<file path="src/rtl/mnist_argmax_fix14.sv">
// Argmax classifier over the inference engine's logit mux: scans NUM_CLASSES signed logits
// after a dnn_done rising edge and holds the winning class. MNIST_ARGMAX_MARGIN_EN adds margin.
module mnist_argmax_fix14 #(
    parameter int unsigned DATA_WIDTH  = 14,
    parameter int unsigned NUM_CLASSES = 10,
    parameter int unsigned IDX_WIDTH   = 4
) (
    input  logic                         clk,
    input  logic                         rst,
    input  logic                         dnn_done,
    input  logic                         clear,
    output logic [IDX_WIDTH-1:0]         out_idx,
    input  logic signed [DATA_WIDTH-1:0] out,
    output logic                         busy,
    output logic                         class_valid,
    output logic [IDX_WIDTH-1:0]         class_idx,
    output logic signed [DATA_WIDTH-1:0] max_score
`ifdef MNIST_ARGMAX_MARGIN_EN
    ,
    output logic [DATA_WIDTH:0]          margin
`endif
);

    typedef enum logic [1:0] {StIdle, StScan, StHold} state_e;

    localparam logic [IDX_WIDTH-1:0] LastIdx = IDX_WIDTH'(NUM_CLASSES - 1);

    state_e                         state_q, state_d;
    logic                           done_q;
    logic [IDX_WIDTH-1:0]           idx_q, idx_d;
    logic signed [DATA_WIDTH-1:0]   best_q, best_d;
    logic [IDX_WIDTH-1:0]           best_idx_q, best_idx_d;
    logic [IDX_WIDTH-1:0]           class_idx_q, class_idx_d;
    logic signed [DATA_WIDTH-1:0]   max_score_q, max_score_d;
    logic signed [DATA_WIDTH-1:0]   cur_best;
    logic [IDX_WIDTH-1:0]           cur_best_idx;
    logic                           start;
`ifdef MNIST_ARGMAX_MARGIN_EN
    localparam logic signed [DATA_WIDTH-1:0] MinVal = {1'b1, {(DATA_WIDTH - 1){1'b0}}};
    logic signed [DATA_WIDTH-1:0]   second_q, second_d;
    logic signed [DATA_WIDTH-1:0]   cur_second;
    logic [DATA_WIDTH:0]            margin_q, margin_d;
`endif

    always_comb begin
        start        = dnn_done && !done_q;
        state_d      = state_q;
        idx_d        = idx_q;
        best_d       = best_q;
        best_idx_d   = best_idx_q;
        class_idx_d  = class_idx_q;
        max_score_d  = max_score_q;
        cur_best     = best_q;
        cur_best_idx = best_idx_q;
`ifdef MNIST_ARGMAX_MARGIN_EN
        second_d     = second_q;
        margin_d     = margin_q;
        cur_second   = second_q;
`endif

        // Running max including the logit presented this cycle; strict > keeps the lowest index.
        if (idx_q == '0) begin
            cur_best     = out;
            cur_best_idx = '0;
`ifdef MNIST_ARGMAX_MARGIN_EN
            cur_second   = MinVal;
`endif
        end else if (out > best_q) begin
`ifdef MNIST_ARGMAX_MARGIN_EN
            cur_second   = best_q;
`endif
            cur_best     = out;
            cur_best_idx = idx_q;
        end
`ifdef MNIST_ARGMAX_MARGIN_EN
        else if (out > second_q) begin
            cur_second = out;
        end
`endif

        case (state_q)
            StIdle, StHold: begin
                idx_d = '0;
                if (start) begin
                    state_d = StScan;
                end
            end
            StScan: begin
                best_d     = cur_best;
                best_idx_d = cur_best_idx;
`ifdef MNIST_ARGMAX_MARGIN_EN
                second_d   = cur_second;
`endif
                if (idx_q == LastIdx) begin
                    state_d     = StHold;
                    idx_d       = '0;
                    class_idx_d = cur_best_idx;
                    max_score_d = cur_best;
`ifdef MNIST_ARGMAX_MARGIN_EN
                    // Best >= second, so the widened difference is never negative.
                    margin_d    = {cur_best[DATA_WIDTH-1], cur_best}
                                - {cur_second[DATA_WIDTH-1], cur_second};
`endif
                end else begin
                    idx_d = idx_q + IDX_WIDTH'(1);
                end
            end
            default: begin
                state_d = StIdle;
                idx_d   = '0;
            end
        endcase

        if (clear) begin
            state_d     = StIdle;
            idx_d       = '0;
            class_idx_d = '0;
            max_score_d = '0;
`ifdef MNIST_ARGMAX_MARGIN_EN
            margin_d    = '0;
`endif
        end
    end

    always_ff @(posedge clk or posedge rst) begin
        if (rst) begin
            state_q     <= StIdle;
            done_q      <= 1'b0;
            idx_q       <= '0;
            best_q      <= '0;
            best_idx_q  <= '0;
            class_idx_q <= '0;
            max_score_q <= '0;
`ifdef MNIST_ARGMAX_MARGIN_EN
            second_q    <= '0;
            margin_q    <= '0;
`endif
        end else begin
            state_q     <= state_d;
            done_q      <= dnn_done;
            idx_q       <= idx_d;
            best_q      <= best_d;
            best_idx_q  <= best_idx_d;
            class_idx_q <= class_idx_d;
            max_score_q <= max_score_d;
`ifdef MNIST_ARGMAX_MARGIN_EN
            second_q    <= second_d;
            margin_q    <= margin_d;
`endif
        end
    end

    assign out_idx     = idx_q;
    assign busy        = (state_q == StScan);
    assign class_valid = (state_q == StHold);
    assign class_idx   = class_idx_q;
    assign max_score   = max_score_q;
`ifdef MNIST_ARGMAX_MARGIN_EN
    assign margin      = margin_q;
`endif

endmodule

</file>
<file path="config.mk">
export PLATFORM = sky130hd
export DESIGN_NAME = mnist_argmax_fix14
export DESIGN_NICKNAME = d
export VERILOG_FILES = /design/src/rtl/mnist_argmax_fix14.sv
export SDC_FILE = /design/constraint.sdc
export NUM_CORES = 1
export LEC_CHECK = 0
export CORE_MARGIN = 1
export CORE_UTILIZATION = 40
export DETAILED_ROUTE_END_ITERATION = 12
export GPL_ROUTABILITY_DRIVEN = 0
export GPL_TIMING_DRIVEN = 0
export PLACE_DENSITY = 0.76
export SYNTH_ARGS = -nofsm -noshare
export SYNTH_HDL_FRONTEND = slang
export SYNTH_SLANG_ARGS = --single-unit
</file>
<file path="constraint.sdc">
create_clock -name clk -period 2.7 [get_ports clk]
set_input_delay 0.405 -clock clk [delete_from_list [all_inputs] [get_ports clk]]
set_output_delay 0.405 -clock clk [all_outputs]
set_load 0.05 [all_outputs]
</file>
==> impl_metrics.csv <==
group,metric,value,unit
worst_setup_path,worstSetupPathType,"in -> reg",
drt,viasPerCell,5.466,
logic_synthesis,synth_seq_cells,43,
clock_network,clk_latency,0.29,ns
clock_network,cts-root-buf,"clkbuf_8",
placed_design,place_area,0.002820,mm²
clock_network,htree_levels,2,
worst_setup_path,start_kind,"primary input",
logic_synthesis,yosysWarnings,0,
flow_run,drv_cap,0,
logic_synthesis,seq_area_frac_synth,0.4639,
floorplanning,initial_utilization,0.4187,
timing,rsz0062_at_grt,"no",
run_status,status,"finished clean",
logic_synthesis,synth_edf_count,0,
pwr,total_power,0.001788,W
placed_design,portBuffers,41,
clock_network,cts.sinks,43,
pwr,ir_drop,0.2785,mV
final_layout,drive_gt1_frac,0.1304,
timing,fin_crit_sh,0.9776,
grt,grt_use_total,0.1868,
worst_setup_path,cp.required,2.88,ns
logic_synthesis,synth_nets,260,
worst_setup_path,worstPathArrival,2.82,ns
worst_setup_path,ff2ff_path_depth,9,
logic_synthesis,synth_top_area_share,0.4639,
drt,firstDrtPassIters,4,
timing,worst_slack,0.06061,ns
final_layout,multi_input_area,0.001147,mm²
timing,setup_viol,0,
grt,grt_antenna_before_repair,0,
floorplanning,die_area,0.006108,mm²
logic_synthesis,ys_async_sr_fraction,1.000,
logic_synthesis,syn-instance-count,225,
timing,slew_headroom,0.4071,
clock_network,clk_pin_slew,0.08,ns
floorplanning,std_cell_rows,27,
final_layout,fin_area,0.002987,mm²
timing,hold_viol_final,0,
floorplanning,die-height,78.16,µm
worst_setup_path,endpoint_kind,"register",
final_layout,n_fill_cell,508,
timing,worstMarginPinSlew,0.8880,ns
final_layout,nets,311,
final_layout,area_growth,28.75,%
drt,num_vias,1902,
final_layout,diodes,0,
drt,drcViolationCount,0,
logic_synthesis,syn_area_per_cell,10.31,µm²
clock_network,numCtsBuffers,5,
timing,slew_violations,0,
grt,grt_overflow_total,0,
floorplanning,ioPinCount,42,
min_path,hp-class,"reg -> reg",
drt,wire_per_inst,15.45,µm
clock_network,clock_path_buffers,2,
timing,period_minus_slack,2.639,ns
floorplanning,fp.dieW,78.16,µm
logic_synthesis,synthDistinctLibCells,35,
final_layout,final-seq-area,0.001076,mm²
worst_setup_path,critPathMaxFanout,10,
logic_synthesis,yosys-top-cells-area,"dfrtp_1 (46%), ha_1 (9.2%), o211ai_1 (5.8%)",
timing,fmax,378.9,MHz
pwr,power_density,598.7,mW/mm²
floorplanning,core,0.005540,mm²
logic_synthesis,syn-cell-area,0.002320,mm²
logic_synthesis,ys.flop_type,"dfrtp_1",
placed_design,dp_hpwl,3685,µm
drt,first_iter_violations,138,
grt,grt_pass1_vias,1849,
pwr,p_leak,1.377,nW
logic_synthesis,synth_area_leader_cell,"dfrtp_1",
drt,finalWirelength,5378,µm
drt,ant_nets,0,
grt,grt_pass1_wl,8832,µm
timing,fin_skew,0.01259,ns
clock_network,cts_tree,"done",
min_path,hold_depth,2,
placed_design,post-place-ws,-0.4834,ns
grt,grt_max_degree,44,
## area by class of cell
type                            count  share of cell area
Multi-Input combinational cell    154              0.3842
Sequential cell                    43              0.3603
Timing Repair Buffer               44              0.1466
Tap cell                           72             0.03016
Clock buffer                        6             0.02430
Inverter                           18             0.02262
Buffer                             10             0.02178
Clock inverter                      1             0.01005
## cells in the mapped netlist, drive strengths merged, types with 2 or more instances
cell / number
ha: 17
nor2b: 2
nand2: 27
o31ai: 2
a32o: 2
nand2b: 2
o21bai: 2
clkbuf: 8
o211ai: 18
inv: 18
nand3: 16
o21a: 3
buf: 2
o21ai: 6
mux2: 14
dfrtp: 43
nor2: 9
nand4: 17
a21oi: 6
## flip-flops by register name (all words and copies together) (netlist names)
| register | flops |
|---|---|
| best_q | 14 |
| max_score | 14 |
| best_idx_q | 4 |
| class_idx | 4 |
| out_idx | 4 |
| state_q | 2 |
| done_q | 1 |
## metrics by stage
step / setup TNS (ns) / std cells / hold slack [ns] / utilization
2_1_floorplan: 0 / 225 / 0.4364 / -
3_3_place_gp: -9.797 / 338 / 0.4581 / 0.5090
3_5_place_dp: -10.43 / 338 / 0.4566 / 0.5090
4_1_cts: 0 / 347 / 0.4736 / 0.5309
5_1_grt: 0 / 348 / 0.5068 / 0.5391
6_report: 0 / 348 / 0.4662 / 0.5391
## final timing paths
| path | from | endpoint | slack (ns) |
|---|---|---|---|
| setup / recovery | out[12] | best_q[10] | 0.06 |
| hold / removal | class_idx[3] | class_idx[3] | 0.47 |
| setup reg to reg | best_q[13] | best_q[10] | 0.23 |
| hold reg to reg | class_idx[3] | class_idx[3] | 0.47 |
| max in group asynchronous | rst | max_score[4] | 1.53 |
| min in group asynchronous | rst | out_idx[1] | 0.62 |
## report_power, final
part / internal (W) / leakage [nW] / switching (W)
clock: 0.000271 / 0.0513 / 0.000207
sequential: 0.000716 / 0.565 / 0.0000565
combinational: 0.000239 / 0.760 / 0.000298
total: 0.00123 / 1.38 / 0.000562
## cells in the final DEF, fill, tap and decap left out, types with 2 or more instances in the layout
cell | synthesis | final
mux2_2 | 8 | 8
dfrtp_1 | 43 | 43
o21a_1 | 3 | 3
ha_4 | 0 | 2
nor2_1 | 9 | 9
o31ai_1 | 2 | 2
clkbuf_1 | 8 | 6
inv_1 | 18 | 17
dlymetal6s2s_1 | 0 | 2
nand3_1 | 16 | 16
nand2_1 | 27 | 27
o211ai_1 | 18 | 18
a21oi_1 | 6 | 5
o21bai_1 | 2 | 2
nand2b_1 | 2 | 2
clkdlybuf4s50_1 | 0 | 39
a32o_1 | 2 | 2
nor2b_1 | 2 | 2
clkbuf_2 | 0 | 3
o21ai_1 | 2 | 2
o21ai_0 | 3 | 2
clkbuf_8 | 0 | 5
nand4_1 | 16 | 16
mux2_4 | 6 | 6
buf_4 | 0 | 3
ha_1 | 17 | 15
## critical path: stages
cell,delay [ns]
clkdlybuf4s50_1,0.47
ha_1,0.34
nand4_2,0.14
o41a_1,0.45
o21a_1,0.13
buf_6,0.15
o21ai_4,0.20
buf_4,0.20
mux2_2,0.34
## per-layer routing
metal / GRT usage / part of all wire
met1: 0.2569 / 0.48
met2: 0.2982 / 0.48
met3: 0.03023 / 0.030
met4: 0.06481 / 0.013
met5: 0 / 0
## cell families (layout without fill, tap and decap cells)
family          count (synthesis)  in the layout  synth area share
xor+xnor                        2              2          0.007553
buf+inv                        28             79           0.05555
simple gates                   76             76            0.1602
compound gates                 45             45            0.1435
flops                          43             43            0.4639
fa+ha+maj                      17             17           0.09169
mux                            14             14           0.07767
## repair_timing
item                       CTS  global route
resized for setup            2            11
hold buffers                 0             0
buffers inserted             2             1
pin swaps                    1             2
setup endpoints to repair   24            25
Power figures use the tool's default switching activity.
